$ cat src/rtl/fetch_pkg.sv
// fetch_pkg
// Shared definitions for the instruction fetch front-end.
//   XLEN          : address/PC width
//   ILEN          : instruction word width
//   INSTR_NOP     : canonical NOP (addi x0,x0,0) shown to decode during reset
//   fetch_entry_t : one prefetch FIFO record {instruction, pc}
package fetch_pkg;

    localparam int XLEN = 32;
    localparam int ILEN = 32;
    localparam logic [ILEN-1:0] INSTR_NOP = 32'h0000_0013;

    typedef struct packed {
        logic [ILEN-1:0] instr;
        logic [XLEN-1:0] pc;
    } fetch_entry_t;

endpackage

$ cat src/rtl/fetch_fifo.sv
// fetch_fifo
// Synchronous prefetch FIFO of fetch_entry_t records.
// Ports:
//   clk, reset      : rising-edge clock, synchronous active-high reset
//   push, din       : write request and the record to store
//   pop, dout       : read request and the record at the head
//   flush           : discard all entries; wins over a same-cycle push
//   full, empty     : occupancy flags
//   count           : number of valid entries (0..DEPTH)
module fetch_fifo
    import fetch_pkg::*;
#(
    parameter int DEPTH = 4
) (
    input  logic                     clk,
    input  logic                     reset,
    input  logic                     push,
    input  fetch_entry_t             din,
    input  logic                     pop,
    output fetch_entry_t             dout,
    input  logic                     flush,
    output logic                     full,
    output logic                     empty,
    output logic [$clog2(DEPTH):0]   count
);

    localparam int AW = $clog2(DEPTH);

    logic [AW-1:0] wr_ptr;
    logic [AW-1:0] rd_ptr;
    fetch_entry_t  mem [DEPTH];
    logic          do_push;
    logic          do_pop;

    assign full    = (count == (AW+1)'(DEPTH));
    assign empty   = (count == '0);
    assign do_pop  = pop && !empty;
    assign do_push = push && (!full || do_pop);
    assign dout    = mem[rd_ptr];

    // Pointer and occupancy bookkeeping. Pointers are exactly AW bits so
    // they wrap on their own at DEPTH; count carries the extra bit needed
    // to tell full from empty. A flush simply rewinds everything, which is
    // why it overrides any push arriving in the same cycle.
    always_ff @(posedge clk) begin
        if (reset || flush) begin
            wr_ptr <= '0;
            rd_ptr <= '0;
            count  <= '0;
        end else begin
            if (do_push) begin
                wr_ptr <= wr_ptr + AW'(1);
            end
            if (do_pop) begin
                rd_ptr <= rd_ptr + AW'(1);
            end
            count <= count + {{AW{1'b0}}, do_push} - {{AW{1'b0}}, do_pop};
        end
    end

    // Storage array. It needs no reset because nothing is read from a slot
    // until count says it has been written.
    always_ff @(posedge clk) begin
        if (do_push && !flush && !reset) begin
            mem[wr_ptr] <= din;
        end
    end

endmodule

$ cat src/rtl/instr_fetch_queue.sv
// instr_fetch_queue
// Fetch front-end: owns the fetch PC, issues word requests to a synchronous
// instruction memory (data back one cycle later), buffers the returned
// words in a prefetch FIFO and presents {instruction, pc} to decode over a
// valid/ready handshake. A redirect from execute flushes and refetches.
// Ports:
//   clk, reset                 : rising-edge clock, synchronous active-high reset
//   iaddr, imem_req            : memory request address (word-aligned) and valid
//   idata                      : memory data for last cycle's request
//   redirect_valid/redirect_pc : taken branch/jump and its target
//   dec_valid, dec_ready       : decode handshake
//   dec_instr, pc              : instruction and PC at the FIFO head
module instr_fetch_queue #(
    parameter int               DEPTH    = 4,
    parameter int               XLEN     = 32,
    parameter logic [XLEN-1:0]  RESET_PC = 32'h0000_0000
) (
    input  logic             clk,
    input  logic             reset,
    output logic [XLEN-1:0]  iaddr,
    output logic             imem_req,
    input  logic [31:0]      idata,
    input  logic             redirect_valid,
    input  logic [XLEN-1:0]  redirect_pc,
    output logic             dec_valid,
    input  logic             dec_ready,
    output logic [31:0]      dec_instr,
    output logic [XLEN-1:0]  pc
);

    import fetch_pkg::*;

    localparam int CW = $clog2(DEPTH) + 1;
    localparam logic [XLEN-1:0] RESET_PC_ALIGNED = RESET_PC & ~XLEN'(3);

    logic [XLEN-1:0] fpc;
    logic [XLEN-1:0] req_pc;
    logic            inflight;
    logic [CW-1:0]   fifo_count;
    logic [CW:0]     occupancy;
    logic            fifo_full;
    logic            fifo_empty;
    logic            fifo_pop;
    fetch_entry_t    push_entry;
    fetch_entry_t    head;
    fetch_entry_t    last_entry;

    // Buffered entries plus the one response still on its way must fit in
    // the FIFO, otherwise a returning word would have nowhere to land.
    assign occupancy  = {1'b0, fifo_count} + {{CW{1'b0}}, inflight};
    assign imem_req   = !reset && !redirect_valid && !fifo_full
                        && (occupancy < (CW+1)'(DEPTH));
    assign iaddr      = fpc;
    assign dec_valid  = !reset && !fifo_empty;
    assign fifo_pop   = dec_valid && dec_ready;
    assign push_entry = '{instr: idata, pc: req_pc};

    fetch_fifo #(
        .DEPTH (DEPTH)
    ) u_fifo (
        .clk   (clk),
        .reset (reset),
        .push  (inflight),
        .din   (push_entry),
        .pop   (fifo_pop),
        .dout  (head),
        .flush (redirect_valid),
        .full  (fifo_full),
        .empty (fifo_empty),
        .count (fifo_count)
    );

    // Fetch PC. A redirect overrides sequential advance, and back-to-back
    // redirects naturally let the latest target stand. Low address bits are
    // cleared so requests are always word-aligned; the +4 wraps at 2^XLEN.
    always_ff @(posedge clk) begin
        if (reset) begin
            fpc <= RESET_PC_ALIGNED;
        end else if (redirect_valid) begin
            fpc <= redirect_pc & ~XLEN'(3);
        end else if (imem_req) begin
            fpc <= fpc + XLEN'(4);
        end
    end

    // Response tracking. inflight marks that idata this cycle belongs to a
    // request, and req_pc remembers which address it was. A redirect drops
    // imem_req, so nothing is marked in flight past the flush, and the
    // response landing in the redirect cycle itself is discarded by the
    // FIFO flush taking priority over the push.
    always_ff @(posedge clk) begin
        if (reset) begin
            inflight <= 1'b0;
            req_pc   <= RESET_PC_ALIGNED;
        end else begin
            inflight <= imem_req;
            req_pc   <= fpc;
        end
    end

    // Copy of the most recently delivered entry so the decode outputs keep
    // their last value while the FIFO is empty instead of showing whatever
    // stale slot the read pointer now points at.
    always_ff @(posedge clk) begin
        if (reset) begin
            last_entry <= '{instr: INSTR_NOP, pc: RESET_PC_ALIGNED};
        end else if (fifo_pop) begin
            last_entry <= head;
        end
    end

    // Decode-facing data: a NOP at the reset PC while in reset, the live
    // head when something is buffered, otherwise the last delivered entry.
    always_comb begin
        dec_instr = INSTR_NOP;
        pc        = RESET_PC_ALIGNED;
        if (!reset) begin
            if (fifo_empty) begin
                dec_instr = last_entry.instr;
                pc        = last_entry.pc;
            end else begin
                dec_instr = head.instr;
                pc        = head.pc;
            end
        end
    end

endmodule

$ cat config.mk
export PLATFORM = sky130hd
export DESIGN_NAME = instr_fetch_queue
export DESIGN_NICKNAME = d
export VERILOG_FILES = /design/src/rtl/fetch_pkg.sv /design/src/rtl/fetch_fifo.sv /design/src/rtl/instr_fetch_queue.sv
export SDC_FILE = /design/constraint.sdc
export NUM_CORES = 1
export LEC_CHECK = 0
export CORE_ASPECT_RATIO = 0.8
export CORE_MARGIN = 2
export CORE_UTILIZATION = 51
export CTS_CLUSTER_DIAMETER = 50
export DETAILED_ROUTE_END_ITERATION = 8
export PLACE_DENSITY = 0.76
export SYNTH_ARGS = -nofsm -noshare
export SYNTH_HDL_FRONTEND = slang
export SYNTH_SLANG_ARGS = --single-unit
$ cat constraint.sdc
create_clock -name clk -period 3.6 [get_ports clk]
set_input_delay 0.72 -clock clk [delete_from_list [all_inputs] [get_ports clk]]
set_output_delay 0.72 -clock clk [all_outputs]
set_load 0.1 [all_outputs]
==> key figures, run 1 <==
Synth
  – Mux contribution to synthesized area: 0.0940
  – Post-synthesis compound-gate area fraction: 0.0644
  – Mean Syn Cell Area: 13.1 sq um
  – Synth warn: 0
  – Cell Area, Synth: 0.0150 sq mm
  – Post-synth top cells: nand2_1, edfxtp_1, dfxtp_1
  – Main combinational cell family by area after synthesis: simple AND/OR/NAND/NOR gates
  – Post-synth EDFFs: 248
  – Count of different cell masters after synthesis: 46
  – Post-Synth XOR/XNOR Area: 0.0146
  – Sequential area share after synthesis: 0.674
  – Commonest register cell after synthesis: edfxtp_1
  – Seq cells post-synth: 380
  – Area contributors post-synth: edfxtp_1, dfxtp_1, mux4_2
  – Post-Synth Adder-Cell Area: 0.00719
  – Post-synth ARST share: 0
  – Share of the synthesized area in the top cell type: 0.498
  – Yosys top cell by area: edfxtp_1
  – Most frequent cell after synthesis: nand2_1
  – Simple-Gate Fraction of Synth Area: 0.121
  – Post-Syn Instances: 1144

Hold path
  – Hold path cells: 2
  – Hold Crit Endpoint: last_entry[18]
  – Hold WC Path Type: flop to flop
  – Hold_sp: last_entry[18]

Layout
  – Fin area: 0.0184 sq mm
  – Inserted Diodes: 0
  – Fin nets: 1375
  – Final non-filler cell total: 1704
  – Synth-to-layout area growth: 22.9%
  – Layout cells sized above 1: 0.183

Clocking
  – Clock Sinks: 380
  – Worst skew pair latency: 0.52 ns
  – Post-CTS Hold Fix Bufs: 0
  – Post-cts gate resize count: 0
  – CTS H-Tree Depth: 2
  – CTS tree: done
  – Clk slew on worst S/H paths: 0.06 ns
  – Root Buffer: clkbuf_16
  – Max clock buf depth: 3
  – Num CTS Buffers: 37
  – Setup Fix Bufs, Post-CTS: 0

Timing
  – Clk_skew: 0.0207 ns
  – RSZ-0062 raised after global routing: no
  – Worst Tran Pin Value: 0.993 ns
  – Slew HR: 0.336
  – Hold Vio Cnt, Final: 0
  – Period utilisation layout: 0.891
  – Max-slew violations: 0
  – Fmax: 0.312 GHz
  – Final setup viols: 0
  – Setup TNS: 0 ns
  – Min Tclk post-route: 3.21 ns

Global route
  – Vias in the first global route: 9198
  – Global-route wire length before repair: 51.3 mm
  – Largest net degree at the start of global routing: 95
  – Initial antenna violation count: 0
  – All-Layer GR Usage: 0.217
  – Total congestion overflow: 0

Placed design
  – Gpl congestion: 0.783
  – DP HPWL: 20.9 mm
  – Port-buffer cells: 159
  – Dpl cell area: 0.0172 sq mm
  – Placed cell count: 1637

Setup path
  – Critical Path RT: 2.88 ns
  – WS Path Type: flop to output pin
  – Flop-to-flop setup slack: 1.17 ns
  – Worst Reg-to-Reg Cells: 6
  – Crit path DAT: 2.49 ns
  – Crit path max fanout: 18
  – FF-to-FF End: iaddr[24]
  – Reg-to-Reg Start: u_fifo.count[1]
  – Endpoint class of the critical path: output pin
  – Worst-path cell chain: buf_4 > mux4_2 > nand2_1 > a21oi_1 > buf_12
  – Startpoint types: flop
  – Critical-path top delay cell: mux4_2
  – Max incr delay on CP: 0.57 ns

Power
  – Static Leak: 6.09 nW
  – VDD IR max: 420 uV
  – P per Cell Area: 522 mW/mm^2

Floorplan
  – Initial Util: 0.515
  – Core area: 0.0291 sq mm
  – Die Ht: 157 um
  – IO Pins: 166
  – FP Rows: 56
  – Die W: 196 um
  – Die ar.: 0.0307 sq mm

Detailed routing
  – First-pass detailed-route iteration total: 7
  – Routed len/inst: 19.5 um
  – Drt total wl: 33.2 mm
  – DR iter-0 viols: 705
  – DRC: 0
  – Antenna-violating nets left: 0
  – Vias: 9516
  – Via density: 5.58

Run status
  – Status: complete, no violations

Flow run
  – Max_cap viols: 0
[logic make-up after synthesis]
kind of cell,after synthesis
other,1
buffers and inverters,86
AOI/OAI and AO/OA,170
adders and majority gates,8
muxes,63
xor gates and xnor gates,25
DFF,380
and+or+nand+nor,411
[worst max path at each step]
stage                   startpoint                end
finish                        flop             pc[30]
global route                  flop       dec_instr[2]
CTS                           flop             pc[30]
detailed placement  redirect_valid           imem_req
global placement    redirect_valid           imem_req
floorplan                    reset  u_fifo.mem[3][10]
[layer usage]
layer  GRT usage  wire length, um
met3      0.0311             1810
met1       0.298            14500
met5           0                0
met4      0.0643              789
met2       0.363            16100
[sequential cells by signal (all words and copies together) (netlist names), named ones only]
name	count
last_entry	62
u_fifo.rd_ptr	2
req_pc	30
inflight	1
u_fifo.count	3
u_fifo.wr_ptr	2
iaddr	30
u_fifo.mem	248
[power breakdown]
group | leakage (nW) | internal, W | switching [W]
Sequential | 3.34 | 0.00471 | 0.0000825
Clock | 0.592 | 0.00227 | 0.00156
Combinational | 2.16 | 0.000277 | 0.000704
Total | 6.09 | 0.00726 | 0.00234
[worst max-delay path, delay by kind of cell (launching register included)]
kind	cells	cell delay, ns
AO/OA/AOI/OAI	1	0.14
flip-flops	1	0.53
multiplexers	1	0.57
AND/OR/NAND/NOR	1	0.10
buffers and inverters	2	0.63
[layout make-up]
cell class / instances / area (sq um)
Clock inverter: 14 / 158
Fill cell: 2084 / 10700
Timing Repair Buffer: 191 / 2030
Inverter: 8 / 30.0
Tap cell: 377 / 472
Sequential cell: 380 / 10100
Multi-Input combinational cell: 681 / 4560
Clock buffer: 53 / 1060
[through the flow]
stage | power, W | util | hold slack, ns | worst slack [ns]
3_3_place_gp | 0.00585 | 0.591 | 0.441 | 0.449
6_report | 0.00960 | 0.633 | 0.454 | 0.391
3_5_place_dp | 0.00587 | 0.591 | 0.447 | 0.430
2_1_floorplan | 0.00554 | - | 0.437 | 0.000432
5_1_grt | 0.00990 | 0.633 | 0.470 | 0.237
4_1_cts | 0.00968 | 0.633 | 0.456 | 0.335
[cell usage in the layout (no fill, tap or decap), types with 4 or more instances in the layout]
| cell type | synthesis | layout |
|---|---|---|
| nand2_1 | 270 | 270 |
| edfxtp_1 | 248 | 248 |
| dfxtp_1 | 132 | 130 |
| a21oi_1 | 127 | 127 |
| buf_4 | 4 | 83 |
| clkdlybuf4s50_1 | 0 | 75 |
| mux4_2 | 62 | 62 |
| clkbuf_16 | 0 | 38 |
| nor2_1 | 32 | 32 |
| buf_12 | 0 | 32 |
| nor2b_1 | 30 | 30 |
| nand4_1 | 18 | 18 |
| xor2_1 | 14 | 14 |
| a211oi_1 | 14 | 14 |
| xnor2_1 | 11 | 11 |
| nand3_1 | 10 | 10 |
| clkbuf_1 | 60 | 10 |
| nor3_1 | 9 | 8 |
| and3_1 | 8 | 8 |
| inv_1 | 7 | 7 |
| nand3b_1 | 7 | 7 |
| o22ai_1 | 7 | 7 |
| a31oi_1 | 7 | 7 |
| ha_1 | 7 | 7 |
| or3_1 | 7 | 6 |
| clkinv_1 | 1 | 5 |
| and4_1 | 5 | 5 |
| o211ai_1 | 5 | 5 |
| clkbuf_8 | 0 | 5 |
| and2_4 | 0 | 4 |
| conb_1 | 1 | 4 |
| clkinv_2 | 0 | 4 |
Note: power is estimated with default switching activity, not from simulation.
==> run 2, diff against run 1 <==
--- a/config.mk
+++ b/config.mk
@@ -7,10 +7,10 @@
 export LEC_CHECK = 0
 export CORE_ASPECT_RATIO = 0.8
 export CORE_MARGIN = 2
-export CORE_UTILIZATION = 51
+export CORE_UTILIZATION = 55
 export CTS_CLUSTER_DIAMETER = 50
 export DETAILED_ROUTE_END_ITERATION = 8
-export PLACE_DENSITY = 0.76
+export PLACE_DENSITY = 0.78
 export SYNTH_ARGS = -nofsm -noshare
 export SYNTH_HDL_FRONTEND = slang
 export SYNTH_SLANG_ARGS = --single-unit
==> constraint.sdc (replaced) <==
create_clock -name clk -period 3.5 [get_ports clk]
set_input_delay 0.7 -clock clk [delete_from_list [all_inputs] [get_ports clk]]
set_output_delay 0.7 -clock clk [all_outputs]
set_load 0.1 [all_outputs]
==> key figures, run 2 (same netlist as run 1, synthesis figures left out) <==
Run status
  – Status: complete, no violations

Placed design
  – Dpl cell area: 0.0177 sq mm
  – Gpl congestion: 0.793
  – Port-buffer cells: 159
  – Placed cell count: 1616
  – DP HPWL: 21.4 mm

Timing
  – Slew HR: 0.459
  – Hold Vio Cnt, Final: 0
  – Final setup viols: 0
  – Fmax: 0.307 GHz
  – Clk_skew: 0.00995 ns
  – RSZ-0062 raised after global routing: no
  – Max-slew violations: 0
  – Worst Tran Pin Value: 0.811 ns
  – Period utilisation layout: 0.930
  – Min Hold Slack: 0.454 ns
  – Min Tclk post-route: 3.25 ns

Detailed routing
  – Highest routed layer: met4
  – Routed len/inst: 20.9 um
  – Metal2 WL: 17.4 mm
  – Drt total wl: 35.2 mm
  – DR iter-0 viols: 1121
  – Metal3 WL: 2.37 mm
  – WL met1: 14.6 mm
  – Vias: 9858
  – DRC: 0
  – Via density: 5.85
  – First-pass detailed-route iteration total: 6
  – Antenna-violating nets left: 0

Floorplan
  – FP Rows: 53
  – Initial Util: 0.564
  – Die Ht: 152 um
  – Die ar.: 0.0286 sq mm
  – IO Pins: 166
  – Die W: 188 um
  – Core area: 0.0265 sq mm

Layout
  – Final non-filler cell total: 1686
  – Synth-to-layout area growth: 26.7%
  – Layout cells sized above 1: 0.231
  – Fin nets: 1374
  – Most frequent cells in the layout: nand2_1, edfxtp_1, dfxtp_1
  – Biggest register: u_fifo.mem
  – Fin area: 0.0190 sq mm
  – Fin util: 0.715
  – Layout fillers: 1704
  – Biggest regs: u_fifo.mem: 248 flops, last_entry: 62 flops
  – Leading cell type in the layout, fill and taps excluded: nand2_1
  – Max reg flops: 248

Setup path
  – Crit path max fanout: 35
  – Critical path depth: 5
  – Crit path DAT: 2.55 ns
  – Worst Reg-to-Reg Cells: 6
  – Critical-path top delay cell: dfxtp_1
  – Critical path buffers and inverters: 2
  – Family with the most delay on the worst path: simple AND/OR/NAND/NOR gates
  – Worst-path cell chain: or3_4 > buf_4 > nand2_1 > a21oi_1 > buf_12
  – Critical Path RT: 2.80 ns
  – WS Path Type: flop to output pin
  – Endpoint class of the critical path: output pin
  – Max incr delay on CP: 0.57 ns
  – Startpoint types: flop
  – Flop-to-flop setup slack: 1.06 ns

Clocking
  – Root Buffer: clkbuf_16
  – Clock Sinks: 380
  – Max clock buf depth: 3
  – CTS tree: done
  – Clk slew on worst S/H paths: 0.06 ns
  – Worst skew pair latency: 0.52 ns
  – Num CTS Buffers: 37
  – CTS H-Tree Depth: 2

Global route
  – Largest net degree at the start of global routing: 84
  – Initial antenna violation count: 1
  – All-Layer GR Usage: 0.249
  – Global-route wire length before repair: 54.5 mm
  – Vias in the first global route: 9825
  – Total congestion overflow: 0

Power
  – Static Leak: 6.24 nW
  – Final total power: 0.0101 W
  – P per Cell Area: 535 mW/mm^2
  – VDD IR max: 434 uV

Hold path
  – Hold WC Path Type: flop to flop
  – Hold path cells: 2

Flow run
  – Max_cap viols: 0
[run 2: cell types whose count changed in the layout (fill, tap and decap cells not counted), moves of 3 or more]
cell and delta:
clkbuf_1 -5, a21oi_1 -44, buf_4 -20, clkinv_2 +3
a21oi_2 +44, clkdlybuf4s50_1 -11, buf_12 +30, clkinv_1 -3
clkbuf_8 +5
[run 2: timing repair]
item,4_1_cts,5_1_grt
gates resized for setup,1,0
hold buffers,0,0
endpoints found under the setup margin,1,0
setup buffers,0,0
[run 2: per-layer routing]
| metal | vias up | track usage |
|---|---|---|
| li1 | 4485 | - |
| met1 | 4881 | 0.341 |
| met2 | 424 | 0.412 |
| met3 | 68 | 0.0373 |
| met4 | 0 | 0.0887 |
| met5 | - | 0 |
[run 2: cell type report]
cell class,count,area [sq um],share of cell area
clock buffer,54,1130,0.0597
multi-input combinational,681,4730,0.249
tap,357,447,0.0236
inverter,8,30.0,0.00158
timing repair buffer,190,2370,0.125
clock inverter,14,154,0.00812
sequential,380,10100,0.533
antenna,2,5.00,0.000264
[run 2: final timing paths]
kind                    from              end
max          u_fifo.count[1]    dec_instr[20]
min reg2reg   last_entry[62]   last_entry[62]
min           last_entry[62]   last_entry[62]
max reg2reg  u_fifo.count[0]  u_fifo.count[2]
[run 2: power breakdown]
part,leakage (nW),internal [W],total (W),switching [W]
combinational,2.26,0.000326,0.00108,0.000750
clock,0.639,0.00248,0.00413,0.00166
sequential,3.34,0.00485,0.00494,0.0000907
total,6.24,0.00765,0.0101,0.00250
[run 2: per-stage QoR]
| step | setup TNS [ns] | worst slack, ns |
|---|---|---|
| detailed placement | 0 | 0.495 |
| finish | 0 | 0.245 |
| floorplan | -0.784 | -0.0564 |
| CTS | 0 | 0.247 |
| global route | 0 | 0.123 |
| global placement | 0 | 0.508 |
[run 2: worst min-delay path: cells and delay by family, from the launching register on]
kind	cells	cell delay (ns)
AOI/OAI and AO/OA	1	0.05
and+or+nand+nor	1	0.05
DFF	1	0.31
